===== src/rtl/uart_rx_pkg.sv =====
// Shared constants for the UART receive path: default frame geometry and
// the bit layout of a buffered frame entry {stp_err, par_err, data}.
package uart_rx_pkg;
  localparam int DEF_WIDTH     = 8;
  localparam int DEF_DEPTH     = 16;
  localparam int DROP_CNT_W    = 8;
  localparam int ENTRY_PAR_BIT = DEF_WIDTH;
  localparam int ENTRY_STP_BIT = DEF_WIDTH + 1;

  function automatic int entry_w(input int width);
    return width + 2;
  endfunction
endpackage


===== src/rtl/uart_rx_frame_fifo_if.sv =====
// Head-of-FIFO valid/ready stream: the FIFO is master, the consumer is slave.
interface uart_rx_frame_fifo_if #(parameter int Width = 8);
  logic [Width-1:0] OUT_DATA;
  logic             OUT_PAR_ERR;
  logic             OUT_STP_ERR;
  logic             OUT_VALID;
  logic             OUT_READY;

  modport master (output OUT_DATA, OUT_PAR_ERR, OUT_STP_ERR, OUT_VALID, input OUT_READY);
  modport slave  (input OUT_DATA, OUT_PAR_ERR, OUT_STP_ERR, OUT_VALID, output OUT_READY);
endinterface


===== src/rtl/uart_rx_fifo_mem.sv =====
// Frame storage: one synchronous write port, one combinational read port, no reset.
module uart_rx_fifo_mem #(
  parameter int EntW  = 10,
  parameter int Depth = 16,
  localparam int AddrW = $clog2(Depth)
) (
  input  logic             clk,
  input  logic             we,
  input  logic [AddrW-1:0] waddr,
  input  logic [EntW-1:0]  wdata,
  input  logic [AddrW-1:0] raddr,
  output logic [EntW-1:0]  rdata
);
  logic [Depth-1:0][EntW-1:0] mem;

  always_ff @(posedge clk)
    if (we) mem[waddr] <= wdata;

  assign rdata = mem[raddr];
endmodule


===== src/rtl/uart_rx_frame_fifo.sv =====
// Captures UART receiver frames on the data-valid rising edge into a FWFT FIFO,
// with optional error-frame dropping, sticky overflow and a saturating drop count.
module uart_rx_frame_fifo
  import uart_rx_pkg::*;
#(
  parameter int Width = DEF_WIDTH,
  parameter int Depth = DEF_DEPTH,
  localparam int AddrW = $clog2(Depth)
) (
  input  logic                  CLK,
  input  logic                  RST,
  input  logic [Width-1:0]      RX_P_DATA,
  input  logic                  RX_DATA_VALID,
  input  logic                  RX_PAR_ERR,
  input  logic                  RX_STP_ERR,
  input  logic                  DROP_ERR_FRAMES,
  uart_rx_frame_fifo_if.master  out,
  output logic [AddrW:0]        FIFO_COUNT,
  output logic                  FULL,
  output logic                  OVERFLOW,
  input  logic                  CLR_OVERFLOW,
  output logic [DROP_CNT_W-1:0] DROP_COUNT
);
  localparam int EntW = entry_w(Width);
  localparam logic [AddrW:0] DepthC = AddrW'(0) + (AddrW+1)'(Depth);

  logic                  dv_q;
  logic [AddrW-1:0]      rd_ptr, wr_ptr;
  logic [AddrW:0]        count_q, count_nxt;
  logic                  valid_q, full_q, ovf_q;
  logic [DROP_CNT_W-1:0] drop_q;
  logic [EntW-1:0]       rdata;

  logic rise, drop, push_req, push_ok, pop, ovf_set;

  assign rise     = RX_DATA_VALID & ~dv_q;
  assign drop     = rise & DROP_ERR_FRAMES & (RX_PAR_ERR | RX_STP_ERR);
  assign push_req = rise & ~drop;
  assign pop      = valid_q & out.OUT_READY;
  // A full FIFO still accepts a frame when the head leaves in the same cycle.
  assign push_ok  = push_req & (~full_q | pop);
  assign ovf_set  = push_req & full_q & ~pop;

  always_comb begin
    count_nxt = count_q;
    case ({push_ok, pop})
      2'b10:   count_nxt = count_q + 1'b1;
      2'b01:   count_nxt = count_q - 1'b1;
      default: count_nxt = count_q;
    endcase
  end

  always_ff @(posedge CLK) begin
    if (RST) begin
      // dv_q starts high so a level already asserted at release is not a new frame.
      dv_q    <= 1'b1;
      rd_ptr  <= '0;
      wr_ptr  <= '0;
      count_q <= '0;
      valid_q <= 1'b0;
      full_q  <= 1'b0;
      ovf_q   <= 1'b0;
      drop_q  <= '0;
    end else begin
      dv_q    <= RX_DATA_VALID;
      if (push_ok) wr_ptr <= wr_ptr + 1'b1;
      if (pop)     rd_ptr <= rd_ptr + 1'b1;
      count_q <= count_nxt;
      valid_q <= (count_nxt != '0);
      full_q  <= (count_nxt == DepthC);
      if (ovf_set)           ovf_q <= 1'b1;
      else if (CLR_OVERFLOW) ovf_q <= 1'b0;
      if (drop && drop_q != '1) drop_q <= drop_q + 1'b1;
    end
  end

  uart_rx_fifo_mem #(.EntW(EntW), .Depth(Depth)) u_mem (
    .clk   (CLK),
    .we    (push_ok & ~RST),
    .waddr (wr_ptr),
    .wdata ({RX_STP_ERR, RX_PAR_ERR, RX_P_DATA}),
    .raddr (rd_ptr),
    .rdata (rdata)
  );

  assign out.OUT_DATA    = rdata[Width-1:0];
  assign out.OUT_PAR_ERR = rdata[Width];
  assign out.OUT_STP_ERR = rdata[Width+1];
  assign out.OUT_VALID   = valid_q;
  assign FIFO_COUNT      = count_q;
  assign FULL            = full_q;
  assign OVERFLOW        = ovf_q;
  assign DROP_COUNT      = drop_q;
endmodule

===== src/flat_wrapper.sv =====
// flat-port wrapper written by rule: the top's interface ports become plain ports
module uart_rx_frame_fifo_flat import uart_rx_pkg::*;
#(
  parameter int Width = DEF_WIDTH,
  parameter int Depth = DEF_DEPTH,
  localparam int AddrW = $clog2(Depth)
)
  (CLK, RST, RX_P_DATA, RX_DATA_VALID, RX_PAR_ERR, RX_STP_ERR, DROP_ERR_FRAMES, FIFO_COUNT, FULL, OVERFLOW, CLR_OVERFLOW, DROP_COUNT, out_OUT_DATA, out_OUT_PAR_ERR, out_OUT_STP_ERR, out_OUT_VALID, out_OUT_READY);
  uart_rx_frame_fifo_if #(.Width(Width)) out_i ();
  input  logic CLK;
  input  logic RST;
  input  logic [Width-1:0] RX_P_DATA;
  input  logic RX_DATA_VALID;
  input  logic RX_PAR_ERR;
  input  logic RX_STP_ERR;
  input  logic DROP_ERR_FRAMES;
  output logic [AddrW:0] FIFO_COUNT;
  output logic FULL;
  output logic OVERFLOW;
  input  logic CLR_OVERFLOW;
  output logic [DROP_CNT_W-1:0] DROP_COUNT;
  output wire logic [$bits(out_i.OUT_DATA)-1:0] out_OUT_DATA;
  output wire logic [$bits(out_i.OUT_PAR_ERR)-1:0] out_OUT_PAR_ERR;
  output wire logic [$bits(out_i.OUT_STP_ERR)-1:0] out_OUT_STP_ERR;
  output wire logic [$bits(out_i.OUT_VALID)-1:0] out_OUT_VALID;
  input wire logic [$bits(out_i.OUT_READY)-1:0] out_OUT_READY;
  assign out_OUT_DATA = out_i.OUT_DATA;
  assign out_OUT_PAR_ERR = out_i.OUT_PAR_ERR;
  assign out_OUT_STP_ERR = out_i.OUT_STP_ERR;
  assign out_OUT_VALID = out_i.OUT_VALID;
  assign out_i.OUT_READY = out_OUT_READY;
  uart_rx_frame_fifo #(.Width(Width), .Depth(Depth)) u_core (.CLK(CLK), .RST(RST), .RX_P_DATA(RX_P_DATA), .RX_DATA_VALID(RX_DATA_VALID), .RX_PAR_ERR(RX_PAR_ERR), .RX_STP_ERR(RX_STP_ERR), .DROP_ERR_FRAMES(DROP_ERR_FRAMES), .out(out_i), .FIFO_COUNT(FIFO_COUNT), .FULL(FULL), .OVERFLOW(OVERFLOW), .CLR_OVERFLOW(CLR_OVERFLOW), .DROP_COUNT(DROP_COUNT));
endmodule

===== config.mk =====
export PLATFORM = sky130hd
export DESIGN_NAME = uart_rx_frame_fifo_flat
export DESIGN_NICKNAME = d
export VERILOG_FILES = /design/src/rtl/uart_rx_pkg.sv /design/src/rtl/uart_rx_frame_fifo_if.sv /design/src/rtl/uart_rx_fifo_mem.sv /design/src/rtl/uart_rx_frame_fifo.sv /design/src/flat_wrapper.sv
export SDC_FILE = /design/constraint.sdc
export NUM_CORES = 1
export LEC_CHECK = 0
export CAP_MARGIN = 20
export CORE_AREA = 2 2 121 123
export DETAILED_ROUTE_END_ITERATION = 7
export DIE_AREA = 0 0 123 125
export HOLD_SLACK_MARGIN = 0.06
export PLACE_DENSITY = 0.71
export SYNTH_ARGS = -nofsm -noshare
export SYNTH_HDL_FRONTEND = slang
export SYNTH_HIERARCHICAL = 1
export SYNTH_SLANG_ARGS = --single-unit

===== constraint.sdc =====
create_clock -name CLK -period 2.77 [get_ports CLK]
set_input_delay 0.554 -clock CLK [delete_from_list [all_inputs] [get_ports CLK]]
set_output_delay 0.554 -clock CLK [all_outputs]
set_load 0.01 [all_outputs]

* After elaboration in Yosys (flattened, before gate mapping)
Cells that the tools add are included.
Operators by class: $add $sub $neg 5, order comparisons 3, equality and inequality tests 4, mux-type cells 8, bitwise operators 16, reductions and logical operators 4
Operators with widths (number):
- bitwise mux 160 bit | 1
- binary-select mux 10 bit (select 4 bit) | 1
- demux 10 bit (select 4 bit) | 1
- 2-to-1 mux 10 bit | 2
- < comparator 4 x 5 -> 1 bit (second input constant) | 2
- case mux 5 bit (2 select lines) | 1
- bitwise AND 1 bit | 9
- adder 4 x 1 -> 4 bit (second input constant) | 2
- adder 8 x 1 -> 8 bit (second input constant) | 1
- != test 8 bit (second input constant) | 1
- adder 5 x 1 -> 5 bit (second input constant) | 1
- == test 5 bit (second input constant) | 1
- NOT 1 bit | 5
- nonzero test 5 bit | 1
- subtractor 5 x 1 -> 5 bit (second input constant) | 1
- greater-or-equal comparator 4 x 1 -> 1 bit (second input constant) | 1
- == test 2 x 1 -> 1 bit (second input constant) | 1
- == test 2 bit (second input constant) | 1
- logical AND 1 bit | 2
- 2-to-1 mux 1 bit | 2
- bitwise OR 1 bit | 2
- nonzero test 2 bit | 1
Storage, ports and cells: register bits 185, input bits 16, output and inout bits 26, logic and storage cells 64

* Longest topological paths before layout
Gate-level depths: netlist of run 1.
depth in word-level cells 10, mapped depth 11, depth with buffers taken out 11

* Modules after synthesis
The synthesis of run 1 kept the hierarchy.
By module, submodules not included:
- uart_rx_fifo_mem | times used 1, cells each 269, area an instance 6153.4 sq um, seq. area each 4804.6 sq um
- uart_rx_frame_fifo | times used 1, cells each 134, area an instance 1224.9 sq um, seq. area each 500.5 sq um

* Worst setup path before layout of run 1
Ideal clock, no wire load.
kind in2reg, start point in RX_STP_ERR, end point reg u_core/u_mem/mem[0] in the netlist's numbering (enable), setup time 390 ps, arrival time 2551 ps, required time 2380 ps, setup slack -171 ps, stages on the path 6, buffers on the path 0, cells stage by stage o21a_1 > a211oi_2 > inv_1 > nor2_1 > or3b_1 > nor3_1
On the way: cells in the longest elaborated chain, start to end 6
RTL lines:
- from (decl) | RTL line flat_wrapper.sv:15 | input logic RX_STP_ERR;
- bitwise OR 1 bit | RTL line uart_rx_frame_fifo.sv:37 | assign drop = rise & DROP_ERR_FRAMES & (RX_PAR_ERR | RX_STP_ERR);
- bitwise AND 1 bit | RTL line uart_rx_frame_fifo.sv:37
- NOT 1 bit | RTL line uart_rx_frame_fifo.sv:38 | assign push_req = rise & ~drop;
- bitwise AND 1 bit | RTL line uart_rx_frame_fifo.sv:38
- bitwise AND 1 bit | RTL line uart_rx_frame_fifo.sv:41 | assign push_ok = push_req & (~full_q | pop);
- bitwise AND 1 bit | RTL line uart_rx_frame_fifo.sv:79 | .we (push_ok & ~RST),
- to (signal, indexed assignment) | RTL line uart_rx_fifo_mem.sv:17 | if (we) mem[waddr] <= wdata;
- to (decl) | RTL line uart_rx_fifo_mem.sv:14 | logic [Depth-1:0][EntW-1:0] mem;
Every way passes these cells. A chain may end at the register's enable or synchronous reset.

* Final worst setup path of run 1
start point reg u_core.rd_ptr[0], end point out out_OUT_STP_ERR
On the way: cells in the longest elaborated chain, start to end 2
RTL lines:
- from (decl) | RTL line uart_rx_frame_fifo.sv:28 | logic [AddrW-1:0] rd_ptr, wr_ptr;
- from (signal assigned) | RTL line uart_rx_frame_fifo.sv:67 | if (pop) rd_ptr <= rd_ptr + 1'b1;
- binary-select mux 10 bit (select 4 bit) | RTL line uart_rx_fifo_mem.sv:19 | assign rdata = mem[raddr];
- 2-to-1 mux 10 bit (implied by the code) | RTL line uart_rx_fifo_mem.sv:19
- to (decl) | RTL line flat_wrapper.sv:24 | output wire logic [$bits(out_i.OUT_STP_ERR)-1:0] out_OUT_STP_ERR;
Every way passes these cells. The select of a mux whose other input is x is not followed.

==> results of run 1 <==
power breakdown:
group          total [W]  switching, W  internal, W
Clock            0.00251      0.000957      0.00155
Combinational   0.000603      0.000259     0.000344
Sequential       0.00307     0.0000241      0.00304
Total            0.00618       0.00124      0.00494
cell families (layout without fill, tap and decap cells):
kind of cell	after synthesis	count (layout)	synth area share
AND/OR/NAND/NOR	89	89	0.06054
XOR/XNOR	15	15	0.01780
flip-flops	185	185	0.7190
multiplexers	44	44	0.1336
AO/OA/AOI/OAI	43	43	0.04307
buffers and inverters	21	138	0.01577
adder cells (fa/ha/maj)	6	6	0.01017
layout make-up:
cell class	instances	area, um2
clock inverters	3	43.79
repair buffers	100	954.7
multi-input cells	197	2033
flip-flops and latches	185	5310
fillers	988	5014
inverters	6	22.52
well taps	184	230.2
clock buffers	29	595.6
worst register-to-register path: stages (launching register included):
cell and delay, ps:
dfxtp_1 340, nand2_1 120, a211oi_4 260, inv_1 80, buf_4 140, ha_1 250
buf_4 160, a21boi_0 240, a211oi_2 140, buf_4 150, or3_1 300, a21oi_1 150
cells in the mapped netlist (all sizes together), types with 6 or more instances:
| master | n | area (um2) |
|---|---|---|
| a21oi | 7 | 35.03 |
| a22oi | 20 | 150.1 |
| buf | 10 | 75.07 |
| dfxtp | 25 | 500.5 |
| edfxtp | 160 | 4805 |
| ha | 6 | 75.07 |
| inv | 6 | 22.52 |
| mux4 | 40 | 945.9 |
| nand2 | 21 | 78.83 |
| nor2 | 33 | 123.9 |
| xor2 | 10 | 87.58 |
through the flow:
step	util	cell area (um2)	setup slack, ps
2_1_floorplan	-	7391	10.95
3_3_place_gp	0.5863	8328	-457.0
3_5_place_dp	0.5863	8328	-515.7
4_1_cts	0.6439	9145	-3.389
5_1_grt	0.6470	9190	-58.20
6_report	0.6470	9190	7.648
path summary, 6_finish.rpt:
check	slack, ps	end	start	cells past startpoint
max	8	out_OUT_STP_ERR	u_core/rd_ptr[0]$_SDFFE_PP0P_	5
min	510	u_core/OVERFLOW$_SDFFE_PP0P_	u_core/OVERFLOW$_SDFFE_PP0P_	2
max reg2reg	380	u_core/FIFO_COUNT[3]$_SDFF_PP0_	u_core/out.OUT_VALID$_SDFF_PP0_	11
min reg2reg	510	u_core/OVERFLOW$_SDFFE_PP0P_	u_core/OVERFLOW$_SDFFE_PP0P_	2
flip-flops by register name (all words and copies together) (netlist names):
| signal | cells |
|---|---|
| u_core/FULL | 1 |
| u_core/rd_ptr | 4 |
| u_core/DROP_COUNT | 8 |
| u_core/FIFO_COUNT | 5 |
| u_core/dv_q | 1 |
| u_core/u_mem/mem | 160 |
| u_core/out.OUT_VALID | 1 |
| u_core/OVERFLOW | 1 |
| u_core/wr_ptr | 4 |
per-layer routing:
metal / vias to the layer above / GRT usage
met5: - / 0
met4: 0 / 0.07955
met3: 16 / 0.04380
met2: 124 / 0.3344
met1: 2033 / 0.2732
li1: 1821 / -
repair_timing:
| item | CTS | global route |
|---|---|---|
| setup buffers | 8 | 5 |
| hold endpoints to repair | 0 | 0 |
| pin swaps | 5 | 6 |
| endpoints found under the setup margin | 12 | 13 |
| gates cloned | 1 | 0 |
| hold buffers | 0 | 0 |
| gates resized for setup | 41 | 13 |
==> results.cfg, run 1 <==
[outcome]
status = finished clean

[critical_path]
crit_buf_inv = 2
cp_top_family = multiplexers
critPathMaxStageDelay_ps = 600
endpoint_kind = primary output
required_ps = 2220
slowest_stage = mux4_1
crit_fanout = 13
path_class = register to primary output
worstSetupStartpointType = register
cp.arrival_ps = 2210
crit_chain = buf_12 -> mux4_1 -> a22oi_2 -> nand2_1 -> dlygate4sd2_1

[die]
die_area_um2 = 15380
rows = 44
coreArea_um2 = 14200
die_height_um = 125
pin_count = 42
die_w_um = 123
start_util = 0.5195

[yosys]
synth_edf_count = 160
synth.yosys.seq_area_share = 0.7190
synth_area_um2 = 7378
syn_nets = 425
yosys_register_bits = 185
ys_async_sr_fraction = 0
ys_warn_count = 6
synthFlopType = edfxtp_1
synthCells = 403
synthDistinctLibCells = 47
synth_area_per_cell_um2 = 18.31

[drt]
wl_met3_um = 855
wl_met2_mm = 7.545
ant_nets = 0
drt_iter0_markers = 361
highest_layer = met4
first_pass_iters = 4
num_vias = 3994
routed_via_density = 5.673
remaining_drc_errors = 0
wirelength_mm = 14.63
wire_per_inst_um = 20.78
wl_met1_mm = 6.062

[clocking]
cts.sinks = 185
cts.clk_slew.worst_paths_ps = 60
cts_inserted_buffers = 17
cts_tree = built
cts.path.max_buffers = 2
cts_max_level = 4
clk_latency_ps = 430
clockRootBuffer = clkbuf_16

[pwr]
leakagePower_nw = 3.068
p_total_w = 0.006179
ir_worst_vdd_mv = 0.4591
power_density_nw_per_um2 = 672.3

[sta]
grt_setup_unrepaired = true
tns_ps = 0
period_share = 0.9972
holdWs_ps = 505.3
fmax_mhz = 362.0
slew_viol_final = 0
relSlewSlack = 0.5851
finalCriticalPeriod_ps = 2762
tightest_slew_ps = 621.7
timing.final.hold_violations = 0
finalSetupViolations = 0
finClkSkew_ps = 17.70

[finish]
drive_gt1_frac = 0.2981
fin_cells = 704
final_cell_mix = edfxtp_1 (160), buf_4 (49), mux4_2 (34)
final_nets = 529
insertedDiodeCount = 0
area_delta_synth_final_pct = 24.55
final_common_cell = edfxtp_1

[flow_run]
maxCapViolCount = 0

[place]
numPlacedInstances = 658
dp_hpwl_mm = 9.320
place_congestion = 0.7731
placement.io_buffers = 41

[grt]
grt_max_degree = 26
grt_pass1_wl_mm = 22.91
antenna_found_initial = 0
grt_pass1_vias = 4198
track_usage = 0.2057
gr-total-overflow = 0

[hold_path]
min_path_type = register to register
No activity file was read; power rests on OpenSTA's default activity.
==> run 2, diff against run 1 <==
- CORE_AREA: 2 2 121 123 -> 2 2 115 117
- DIE_AREA: 0 0 123 125 -> 0 0 117 119
- PLACE_DENSITY: 0.71 -> 0.75
- clock period: 2.77 -> 2.7 ns (I/O delays scaled with it)
==> results.cfg, run 2 (same netlist as run 1, synthesis figures left out) <==
[clocking]
cts.sinks = 185
clk_latency_ps = 420
cts.path.max_buffers = 2
clockRootBuffer = clkbuf_16
cts_max_level = 4
cts_inserted_buffers = 17
cts_tree = built
cts.clk_slew.worst_paths_ps = 60

[grt]
track_usage = 0.2222
grt_pass1_wl_mm = 22.34
grt_max_degree = 37
grt_pass1_vias = 4039
antenna_found_initial = 0
gr-total-overflow = 0

[place]
numPlacedInstances = 651
placement.io_buffers = 41
dp_hpwl_mm = 9.011
place_congestion = 0.7793

[pwr]
net-switching-power_w = 0.001273
power.share.clock = 0.394
leakagePower_nw = 3.062
p_sw_frac = 0.2018
seq_power_share = 0.498
p_comb_frac = 0.107
power_density_nw_per_um2 = 686.2
internal-power_w = 0.005037
ir_worst_vdd_mv = 0.3673

[hold_path]
min_path_type = register to register

[outcome]
violations = setup timing
status = finished with violations

[drt]
wirelength_mm = 14.70
ant_nets = 0
remaining_drc_errors = 0
wire_per_inst_um = 20.91
drt_iter0_markers = 370
num_vias = 4011
first_pass_iters = 4
routed_via_density = 5.706

[critical_path]
crit_buf_inv = 4
slowest_stage = mux4_2
worstSetupStartpointType = register
cp_top_family = buffers and inverters
critPathMaxStageDelay_ps = 500
endpoint_kind = primary output
crit_chain = buf_12 -> clkbuf_16 -> buf_6 -> mux4_2 -> a22oi_2 -> nand2_1 -> buf_2
path_class = register to primary output
cp.arrival_ps = 2170
crit_fanout = 4
required_ps = 2160

[finish]
final_common_cell = edfxtp_1
final_nets = 537
drive_gt1_frac = 0.3112
largest-register = u_core/u_mem/mem
fillers = 807
largest_reg_flops = 160
multiInputGateArea_um2 = 2014
final_cell_mix = edfxtp_1 (160), buf_4 (51), mux4_2 (37)
fin_util = 0.7143
seqCellArea_um2 = 5310
area_delta_synth_final_pct = 24.64
insertedDiodeCount = 0
fin_cells = 703

[flow_run]
maxCapViolCount = 0

[sta]
slew_viol_final = 0
finalCriticalPeriod_ps = 2715
relSlewSlack = 0.5369
fmax_mhz = 368.4
fin_ws_ps = -14.72
period_share = 1.005
grt_setup_unrepaired = true
holdWs_ps = 510.4
finalSetupViolations = 1
timing.final.hold_violations = 0
tightest_slew_ps = 694.0
finClkSkew_ps = 8.884

[die]
pin_count = 42
start_util = 0.5731
coreArea_um2 = 12870
die_area_um2 = 13920
die_w_um = 117
die_height_um = 119
rows = 42
run 2: cell count changes in the layout (fill, tap and decap cells not counted), sizes merged:
| cell | delta |
|---|---|
| clkdlybuf4s50 | +1 |
| clkinv | +3 |
| bufinv | +3 |
| clkinvlp | +2 |
| dlygate4sd2 | -2 |
| clkdlybuf4s15 | -2 |
| clkbuf | -11 |
| dlymetal6s2s | -1 |
| buf | +14 |
run 2: routing by layer:
metal,track usage,vias to the layer above,share of wire
met4,0.07426,0,0.013
met5,0,-,0
met3,0.05191,17,0.044
li1,-,1836,-
met2,0.3515,121,0.52
met1,0.3077,2037,0.43
run 2: what timing repair did:
action                     4_1_cts  5_1_grt
setup endpoints to repair       12       10
hold buffers                     0        0
buffers inserted                 9        9
pin swaps                        8       16
cloned                           1        2
gates resized for setup         60       21
run 2: cell type report:
class                   count  share of cell area
clock buffers              20             0.04748
clock inverters            11             0.01673
inverters                   6            0.002449
multi-input cells         197              0.2190
flip-flops and latches    185              0.5774
well taps                 176             0.02395
repair buffers            108              0.1129
run 2: stage by stage:
| step | setup slack, ps | cell area, um2 | setup TNS (ps) | total power [W] |
|---|---|---|---|---|
| 5_1_grt | -70.81 | 9196 | -217.5 | 0.006522 |
| 4_1_cts | -10.86 | 8999 | -11.16 | 0.006251 |
| 3_5_place_dp | -552.5 | 8325 | -29900 | 0.003728 |
| 2_1_floorplan | 8.240 | 7391 | 0 | 0.003507 |
| 3_3_place_gp | -452.5 | 8325 | -23640 | 0.003712 |
| 6_report | -14.72 | 9196 | -14.72 | 0.006311 |
run 2: power by group through the flow:
| stage | Combinational (W) | Sequential [W] | Clock (W) |
|---|---|---|---|
| 2_1_floorplan | 0.000305 | 0.00320 | 0 |
| 5_1_grt | 0.000723 | 0.00315 | 0.00265 |
| 3_3_place_gp | 0.000511 | 0.00320 | 0 |
| 4_1_cts | 0.000582 | 0.00314 | 0.00252 |
| 6_report | 0.000678 | 0.00314 | 0.00249 |
| 3_5_place_dp | 0.000524 | 0.00320 | 0 |
run 2: worst register-to-register path, stage by stage, from the launching register on:
cell	delay [ps]
dfxtp_1	350
nand2_1	120
a211oi_4	230
inv_1	80
buf_4	140
ha_1	250
buf_4	170
a21boi_0	240
a211oi_2	140
buf_4	150
or3_1	310
a21oi_1	150
run 2: worst paths after layout:
path / end / startpoint / slack (ps) / cells after the start
worst min register to register: u_core/rd_ptr[1]$_SDFFE_PP0P_ / u_core/rd_ptr[1]$_SDFFE_PP0P_ / 510 / 2
worst min-delay path: u_core/rd_ptr[1]$_SDFFE_PP0P_ / u_core/rd_ptr[1]$_SDFFE_PP0P_ / 510 / 2
worst max-delay path: out_OUT_DATA[7] / u_core/rd_ptr[0]$_SDFFE_PP0P_ / -10 / 7
worst max register to register: u_core/FIFO_COUNT[3]$_SDFF_PP0_ / u_core/out.OUT_VALID$_SDFF_PP0_ / 320 / 11
